<file path="src/rtl/vga_frame_scaler.sv">
// Raster-to-framebuffer mapper: scaled, double-buffered read address generation
// and fixed-latency pixel realignment. Optional colour bars: VGA_FRAME_TEST_PATTERN_EN.
module vga_frame_scaler #(
  parameter int unsigned H_ACTIVE   = 640,
  parameter int unsigned V_ACTIVE   = 480,
  parameter int unsigned SCALE_LOG2 = 2,
  parameter int unsigned FB_W       = 160,
  parameter int unsigned FB_H       = 120,
  parameter int unsigned ADDR_W     = 16,
  parameter int unsigned MEM_LAT    = 1,
  parameter logic [23:0] BORDER_RGB = 24'h000000
) (
  input  logic              clk,
  input  logic              reset,
  input  logic [10:0]       vga_h,
  input  logic [10:0]       vga_v,
  input  logic [23:0]       mem_data,
  input  logic              swap_req,
`ifdef VGA_FRAME_TEST_PATTERN_EN
  input  logic              test_mode,
`endif
  output logic [ADDR_W-1:0] read_address,
  output logic [ADDR_W-1:0] pixel_number,
  output logic [23:0]       pixel_out,
  output logic              pixel_valid,
  output logic              buf_sel,
  output logic              swap_ack
);

  localparam logic [10:0]       H_ACT    = 11'(H_ACTIVE);
  localparam logic [10:0]       V_ACT    = 11'(V_ACTIVE);
  localparam logic [10:0]       FB_W_C   = 11'(FB_W);
  localparam logic [10:0]       FB_H_C   = 11'(FB_H);
  localparam logic [ADDR_W-1:0] BUF_BASE = ADDR_W'(FB_W * FB_H);

  typedef enum logic {IDLE, PENDING} swap_state_t;

  // ---------------- stage 0: registered raster coordinates ----------------
  logic [10:0] s0_h, s0_v, prev_v;
  logic        s0_vld;

  // NOTE: every clocked block uses non-blocking assignments so all registers
  // sample pre-edge values and the pipeline stages do not race each other.
  always_ff @(posedge clk or posedge reset) begin
    if (reset) begin
      s0_h   <= '0;
      s0_v   <= '0;
      prev_v <= '0;
      s0_vld <= 1'b0;
    end else begin
      s0_h   <= vga_h;
      s0_v   <= vga_v;
      prev_v <= s0_v;
      s0_vld <= 1'b1;
    end
  end

  logic [10:0]       fb_x, fb_y;
  logic              s0_active, s0_win, vblank_start;
  logic [ADDR_W-1:0] pn_next;

  assign fb_x         = s0_h >> SCALE_LOG2;
  assign fb_y         = s0_v >> SCALE_LOG2;
  assign s0_active    = s0_vld && (s0_h < H_ACT) && (s0_v < V_ACT);
  assign s0_win       = s0_active && (fb_x < FB_W_C) && (fb_y < FB_H_C);
  // Edge detect so a raster that jumps straight onto V_ACTIVE still counts once.
  assign vblank_start = (s0_v == V_ACT) && (prev_v != V_ACT);
  assign pn_next      = s0_win ? (ADDR_W'(fb_y) * ADDR_W'(FB_W) + ADDR_W'(fb_x)) : '0;

  // ---------------- stage 1: address generation ----------------
  logic s1_active, s1_win;

  always_ff @(posedge clk or posedge reset) begin
    if (reset) begin
      pixel_number <= '0;
      read_address <= '0;
      s1_active    <= 1'b0;
      s1_win       <= 1'b0;
    end else begin
      pixel_number <= pn_next;
      read_address <= pn_next + (buf_sel ? BUF_BASE : '0);
      s1_active    <= s0_active;
      s1_win       <= s0_win;
    end
  end

  // ---------------- flags ride alongside the RAM access ----------------
  logic [MEM_LAT-1:0] act_dly, win_dly;

  always_ff @(posedge clk or posedge reset) begin
    if (reset) begin
      act_dly <= '0;
      win_dly <= '0;
    end else begin
      act_dly[0] <= s1_active;
      win_dly[0] <= s1_win;
      for (int i = 1; i < MEM_LAT; i++) begin
        act_dly[i] <= act_dly[i-1];
        win_dly[i] <= win_dly[i-1];
      end
    end
  end

`ifdef VGA_FRAME_TEST_PATTERN_EN
  // Bar index travels with the pixel so it lines up with the output stage.
  logic [2:0] s1_bar;
  logic [2:0] bar_dly [MEM_LAT];

  always_ff @(posedge clk or posedge reset) begin
    if (reset) begin
      s1_bar <= '0;
      for (int i = 0; i < MEM_LAT; i++) bar_dly[i] <= '0;
    end else begin
      s1_bar     <= 3'((32'(fb_x) * 32'd8) / 32'(FB_W));
      bar_dly[0] <= s1_bar;
      for (int i = 1; i < MEM_LAT; i++) bar_dly[i] <= bar_dly[i-1];
    end
  end

  function automatic logic [23:0] bar_rgb(input logic [2:0] idx);
    case (idx)
      3'd0:    bar_rgb = 24'hFFFFFF;
      3'd1:    bar_rgb = 24'hFFFF00;
      3'd2:    bar_rgb = 24'h00FFFF;
      3'd3:    bar_rgb = 24'h00FF00;
      3'd4:    bar_rgb = 24'hFF00FF;
      3'd5:    bar_rgb = 24'hFF0000;
      3'd6:    bar_rgb = 24'h0000FF;
      default: bar_rgb = 24'h000000;
    endcase
  endfunction
`endif

  // ---------------- output stage ----------------
  logic [23:0] pix_next;

  // NOTE: pix_next gets a default before any branch so no path leaves it
  // unassigned, which would otherwise infer a latch.
  always_comb begin
    pix_next = 24'h0;
    if (win_dly[MEM_LAT-1]) begin
      pix_next = mem_data;
`ifdef VGA_FRAME_TEST_PATTERN_EN
      if (test_mode) pix_next = bar_rgb(bar_dly[MEM_LAT-1]);
`endif
    end else if (act_dly[MEM_LAT-1]) begin
      pix_next = BORDER_RGB;
    end
  end

  always_ff @(posedge clk or posedge reset) begin
    if (reset) begin
      pixel_out   <= '0;
      pixel_valid <= 1'b0;
    end else begin
      pixel_out   <= pix_next;
      pixel_valid <= win_dly[MEM_LAT-1];
    end
  end

  // ---------------- buffer swap FSM ----------------
  swap_state_t state;

  always_ff @(posedge clk or posedge reset) begin
    if (reset) begin
      state    <= IDLE;
      buf_sel  <= 1'b0;
      swap_ack <= 1'b0;
    end else begin
      swap_ack <= 1'b0;
      case (state)
        IDLE:    if (swap_req) state <= PENDING;
        PENDING: if (vblank_start) begin
          state    <= IDLE;
          buf_sel  <= ~buf_sel;
          swap_ack <= 1'b1;
        end
        default: state <= IDLE;
      endcase
    end
  end

endmodule

</file>
<file path="config.mk">
export PLATFORM = sky130hd
export DESIGN_NAME = vga_frame_scaler
export DESIGN_NICKNAME = d
export VERILOG_FILES = /design/src/rtl/vga_frame_scaler.sv
export SDC_FILE = /design/constraint.sdc
export NUM_CORES = 1
export LEC_CHECK = 0
export CAP_MARGIN = 40
export CORE_ASPECT_RATIO = 0.6
export CORE_UTILIZATION = 46
export CTS_CLUSTER_SIZE = 28
export DETAILED_ROUTE_END_ITERATION = 8
export HOLD_SLACK_MARGIN = 0.02
export PLACE_DENSITY = 0.78
export SYNTH_ARGS = -nofsm -noshare
export SYNTH_HDL_FRONTEND = slang
export SYNTH_SLANG_ARGS = --single-unit
export TNS_END_PERCENT = 30
</file>
<file path="constraint.sdc">
create_clock -name clk -period 3.9 [get_ports clk]
set_clock_uncertainty 0.05 [all_clocks]
set_input_delay 0.78 -clock clk [delete_from_list [all_inputs] [get_ports clk]]
set_output_delay 0.78 -clock clk [all_outputs]
set_load 0.02 [all_outputs]
</file>
==> flow_summary.yaml, run 1 <==
yosys:
  async_flop_share: 1.000
  synth_top_area_frac: 0.6185
  ys_seq_elements: 86
  yosysSeqAreaShare: 0.6185
  yosysTopAreaCell: "dfrtp_1"
  synth_fp_nets: 336
  synth_area_leaders: "dfrtp_1 62%, ha_1 7.9%, and2_1 5.8%"
  dominantRegCellSynth: "dfrtp_1"
  syn_inst: 262
  synth_edf_count: 0
  synth_warnings: 0
  netlist-cell-type-count: 45
  yosysMostFrequentCell: "dfrtp_1"
  mappedNetlistArea_sq_um: 3480
  synth_area_per_cell_sq_um: 13.28
  synth_common_cells: "86 x dfrtp_1, 32 x and2_1, 22 x ha_1, 14 x inv_1, 13 x nor2_1"
clocking:
  clock_sinks: 86
  clock_latency_ns: 0.33
  htree_levels: 3
  clkTransAtPathRegs_ns: 0.06
  post_cts_resize_count: 0
  cts_tree: "built"
  cts_inserted_buffers: 9
  clock_path_buffers: 2
  postCtsSetupBuffers: 0
  cts_hold_buffers: 0
  cts_root_buf: "clkbuf_16"
final_layout:
  drive_gt1_frac: 0.09043
  multiInputGateArea_sq_um: 1199
  n_antenna_cell: 0
  nets: 445
  fillers: 536
  areaGrowthSynthToFinish_pct: 41.86
  final_core_util: 0.6764
  regArea_sq_um: 2152
global_routing:
  grt_max_degree: 37
  grt_pass1_vias: 2223
  grt_pass1_wl_mm: 10.59
  antenna_found_initial: 0
  grt_util_all_layers: 0.1817
  overflow: 0
drt:
  num_vias: 2226
  routed_wl_mm: 6.366
  drc: 0
  first_iter_violations: 64
  via_per_inst: 4.638
  postRouteAntennaNets: 0
  drt_pass1_iterations: 4
  wl_per_cell_um: 13.26
timing:
  hold_viol: 0
  setup_tns_ns: 0
  slew_headroom: 0.5043
  finalCritPeriodShare: 0.8685
  rsz0062_at_grt: "false"
  setup_viol: 0
  fmax_ghz: 0.2952
  worstMarginPinSlew_ns: 0.7368
  slew_violations: 0
  period_minus_slack_ns: 3.387
setup_path:
  r2r-start: "s0_v[3]"
  arrival_ns: 3.60
  worstSetupStartpointType: "register"
  crit_path_start: "s0_v[3]"
  cp.required_ns: 4.11
  crit_path_end_kind: "register"
  path_max_fanout: 5
  critical_path_class: "reg -> reg"
power:
  total_power_mw: 2.030
  power.density_nw_per_um2: 411.3
  vdd_drop_max_mv: 0.3375
  p_leak_nw: 2.281
die:
  core_sq_um: 7297
  start_util: 0.4769
  rows: 24
  die_height_um: 69.37
  die_x_um: 114.3
  ioPinCount: 108
  die_area_sq_um: 7928
worst_hold_path:
  min_from: "s1_win"
  min-delay-path-class: "reg -> reg"
placement:
  dp_hpwl_mm: 4.910
  port_buffers: 105
  place_congestion: 0.7974
flow_run:
  maxCapViolCount: 0
status:
  status: "finished clean"
-- cells in the final DEF, fill, tap and decap left out, drive strengths merged, types with 2 or more instances in the layout --
| cell | count |
|---|---|
| a21o | 3 |
| or4 | 2 |
| xor2 | 8 |
| nand2 | 3 |
| and2 | 32 |
| nor2b | 3 |
| xnor2 | 9 |
| clkbuf | 10 |
| buf | 5 |
| fa | 3 |
| inv | 13 |
| a21oi | 11 |
| nor2 | 14 |
| o21ai | 3 |
| nand2b | 5 |
| nand4 | 2 |
| dfrtp | 86 |
| a211oi | 2 |
| o31ai | 2 |
| ha | 22 |
| clkdlybuf4s50 | 105 |
| nand3 | 3 |
| nor3 | 3 |
| nand3b | 2 |
| nor4 | 5 |
| clkinv | 5 |
-- cell families after synthesis --
logic type | Yosys count | share of synthesized area
AOI/OAI and AO/OA | 29 | 0.06005
adders and majority gates | 25 | 0.09637
and+or+nand+nor | 78 | 0.1377
other | 1 | 0.001078
DFF | 86 | 0.6185
buffers and inverters | 26 | 0.03704
xor gates and xnor gates | 17 | 0.04926
-- final cells by class --
type,count,area share
well taps,104,0.02636
inverters,14,0.01090
multi-input cells,150,0.2428
clock inverters,6,0.01242
flip-flops and latches,86,0.4360
clock buffers,10,0.04842
repair buffers,110,0.2231
-- final timing paths --
check	end	slack [ns]	cells past startpoint
max	read_address[15]	0.51	14
min	win_dly	0.30	0
max reg2reg	read_address[15]	0.51	14
min reg2reg	win_dly	0.30	0
max in group asynchronous	pixel_number[12]	2.25	4
min in group asynchronous	pixel_out[4]	0.75	2
-- worst max-delay path, stage by stage, from the launching register on --
cell and delay, ns:
dfrtp_1 0.46, ha_1 0.33, ha_1 0.23, inv_1 0.07, fa_1 0.47, nand2b_1 0.20, nor2_1 0.17, xnor2_1 0.14
nor2_1 0.08, ha_1 0.32, nor2b_1 0.19, a21o_1 0.14, nand2_1 0.06, o41ai_2 0.24, xor2_1 0.17
-- metal layers --
layer,wire (um),global-route usage,share of wire
met4,123,0.08658,0.019
met1,2990,0.2380,0.47
met3,479,0.07343,0.075
met2,2773,0.2640,0.44
met5,0,0,0
-- per-stage QoR --
stage                     hold WS [ns]  instance area, sq um  cells  setup slack (ns)
after global placement          0.2816                  4616    463            0.6151
final                           0.3027                  4936    480            0.5129
after CTS                       0.3032                  4936    480            0.5232
after global routing            0.3159                  4936    480            0.3000
after floorplan                 0.2812                  3480    262            0.7947
after detailed placement        0.2893                  4636    464            0.5371
-- sequential cells by signal, indices dropped and copies added (netlist names), 8 cells and up --
signal	count
pixel_out	24
pixel_number	16
prev_v	11
s0_v	11
s0_h	9
read_address	8
-- where the power goes --
group / total, mW / switching [mW] / internal [mW]
clock network: 0.836 / 0.325 / 0.510
registers: 0.935 / 0.0159 / 0.919
logic: 0.260 / 0.127 / 0.133
(Power assumes the default switching activity.)
==> run 2: changes to the inputs <==
- SLEW_MARGIN: default -> 20
==> results of run 2 <==
Final layout, timing and power as in run 1 (identical DEF).
==> run 3: changes to the inputs <==
- ABC_AREA: default -> 1
- CORE_UTILIZATION: 46 -> 47
- GPL_TIMING_DRIVEN: default -> 0
- PLACE_DENSITY: 0.78 -> 0.79
==> run 3 against run 2 <==
Sequential share of layout area decreased by 1.4 points. Fmax up 5.6%. Worst hold slack lost 0.0060 ns. Non-clock buffer count increased by 7. Highest routed layer unchanged. Critical path type unchanged. Routed wire length rose by 7.5%. Global-route usage rose by 0.58 points. Critical endpoint unchanged. Sequential cell count stayed put.
==> flow_summary.yaml, run 3 <==
timing:
  finalCritPeriodShare: 0.8227
  rsz0062_at_grt: "false"
  fmax_ghz: 0.3117
  setup_viol: 0
  slew_violations: 0
  hold_viol: 0
  period_minus_slack_ns: 3.209
  holdWs_ns: 0.2966
  setup_ws_ns: 0.6913
clocking:
  postCtsSetupBuffers: 0
  cts_tree: "built"
  clkTransAtPathRegs_ns: 0.06
  post_cts_resize_count: 0
  htree_levels: 3
  cts_hold_buffers: 0
  clock_path_buffers: 2
  cts_inserted_buffers: 9
  clock_latency_ns: 0.32
  cts_root_buf: "clkbuf_16"
  clock_sinks: 86
setup_path:
  crit_path_top_delay_cell: "dfrtp_1"
  worstSetupStartpointType: "register"
  endpoint: "read_address[15]"
  crit_path_start: "s0_v[3]"
  rrSetupSlack_ns: 0.69
  arrival_ns: 3.37
  path_max_fanout: 5
  r2r-start: "s0_v[3]"
  crit_path_end_kind: "register"
  critical_path_class: "reg -> reg"
  slowest_delay_ns: 0.45
  regToRegEndpoint: "read_address[15]"
  path_cells: "ha_1, ha_1, inv_1, fa_1, nor2_1, nand3_1, nand2_1, nand4_1, nor2_1, o21ai_0, a21oi_1, ha_1, nand3_1, nand2_1, nand2_1, nand2_1"
  cp.required_ns: 4.07
  crit_family: "adder cells"
  critPathMostFrequentCell: "nand2_1"
  worstSetupPathDepth: 16
  rr_worst_depth: 16
  worst-path-buf-inv: 1
final_layout:
  top_regs: "pixel_out: 24 flops, pixel_number: 16 flops"
  multiInputGateArea_sq_um: 1105
  drive_gt1_frac: 0.08602
  top_register: "pixel_out"
  final_common_cell: "clkdlybuf4s50_1"
  areaGrowthSynthToFinish_pct: 42.52
  largest_reg_flops: 24
  fillers: 554
  final_cell_mix: "105 x clkdlybuf4s50_1, 86 x dfrtp_1, 67 x nand2_1"
  nets: 534
  fin_area_sq_um: 5104
  regArea_sq_um: 2152
  n_antenna_cell: 0
yosys:
  async_flop_share: 1.000
  dominantRegCellSynth: "dfrtp_1"
  synth_common_cells: "86 x dfrtp_1, 67 x nand2_1, 66 x inv_1, 22 x ha_1, 18 x nor2_1"
  netlist-cell-type-count: 32
  yosysTopAreaCell: "dfrtp_1"
  ys_seq_elements: 86
  mappedNetlistArea_sq_um: 3581
  yosysSeqAreaShare: 0.6010
  synth_warnings: 0
  synth_area_leaders: "dfrtp_1 60%, ha_1 7.7%, nand2_1 7.0%"
  synth_top_area_frac: 0.6010
  synth_area_per_cell_sq_um: 10.44
  syn_inst: 343
  yosysMostFrequentCell: "dfrtp_1"
  synth_edf_count: 0
  synth_fp_nets: 417
power:
  vdd_drop_max_mv: 0.2556
  power.density_nw_per_um2: 399.9
  p_leak_nw: 2.690
global_routing:
  overflow: 0
  antenna_found_initial: 0
  grt_max_degree: 53
  grt_pass1_wl_mm: 11.55
  grt_pass1_vias: 2568
  grt_util_all_layers: 0.1875
drt:
  routed_wl_mm: 6.843
  drt_pass1_iterations: 4
  via_per_inst: 4.432
  drc: 0
  num_vias: 2522
  wl_per_cell_um: 12.03
  postRouteAntennaNets: 0
  first_iter_violations: 113
status:
  status: "finished clean"
die:
  die_x_um: 114.7
  start_util: 0.4887
  core_sq_um: 7327
  die_area_sq_um: 7983
  ioPinCount: 108
  die_height_um: 69.61
  rows: 24
worst_hold_path:
  min-delay-path-class: "reg -> reg"
  whs_path_depth: 0
placement:
  place_congestion: 0.7802
  pre_cts_slack_ns: 0.6983
  port_buffers: 105
  dp_hpwl_mm: 5.285
  place_area_sq_um: 4792
flow_run:
  maxCapViolCount: 0
run 3: logic make-up after synthesis:
group	count (synthesis)	share of synthesized area
adder cells (fa/ha/maj)	25	0.09364
AO/OA/AOI/OAI	21	0.03249
buffers and inverters	78	0.09050
flip-flops	86	0.6010
XOR/XNOR	6	0.01677
other	1	0.001047
AND/OR/NAND/NOR	126	0.1646
run 3: worst min-delay path by stage:
stage               startpoint       to
floorplan               s1_win  win_dly
global route            s1_win  win_dly
detailed placement      s1_win  win_dly
global placement        s1_win  win_dly
CTS                     s1_win  win_dly
finish                  s1_win  win_dly
run 3: cell type report:
class,count,area share
Buffer,11,0.01422
Clock buffer,12,0.05026
Clock inverter,4,0.01079
Inverter,67,0.04977
Multi-Input combinational cell,179,0.2165
Sequential cell,86,0.4217
Tap cell,104,0.02550
Timing Repair Buffer,106,0.2113
run 3: per-layer routing:
layer	part of all wire	wire length (um)	track usage
met1	0.46	3133	0.2364
met2	0.48	3256	0.3212
met3	0.062	427	0.05157
met4	0.0037	25	0.04618
met5	0	0	0
run 3: where the power goes:
group | internal, mW | leakage, nW | switching, mW
clock network | 0.533 | 0.149 | 0.320
registers | 0.919 | 1.12 | 0.0151
logic | 0.116 | 1.42 | 0.137
run 3: stage by stage:
step | setup TNS, ns | power, mW | std cells | util
after CTS | 0 | 2.067 | 569 | 0.6966
after global routing | 0 | 2.137 | 569 | 0.6966
final | 0 | 2.041 | 569 | 0.6966
after floorplan | 0 | 1.100 | 343 | -
after global placement | -22.94 | 1.193 | 552 | 0.6499
after detailed placement | 0 | 1.204 | 553 | 0.6540
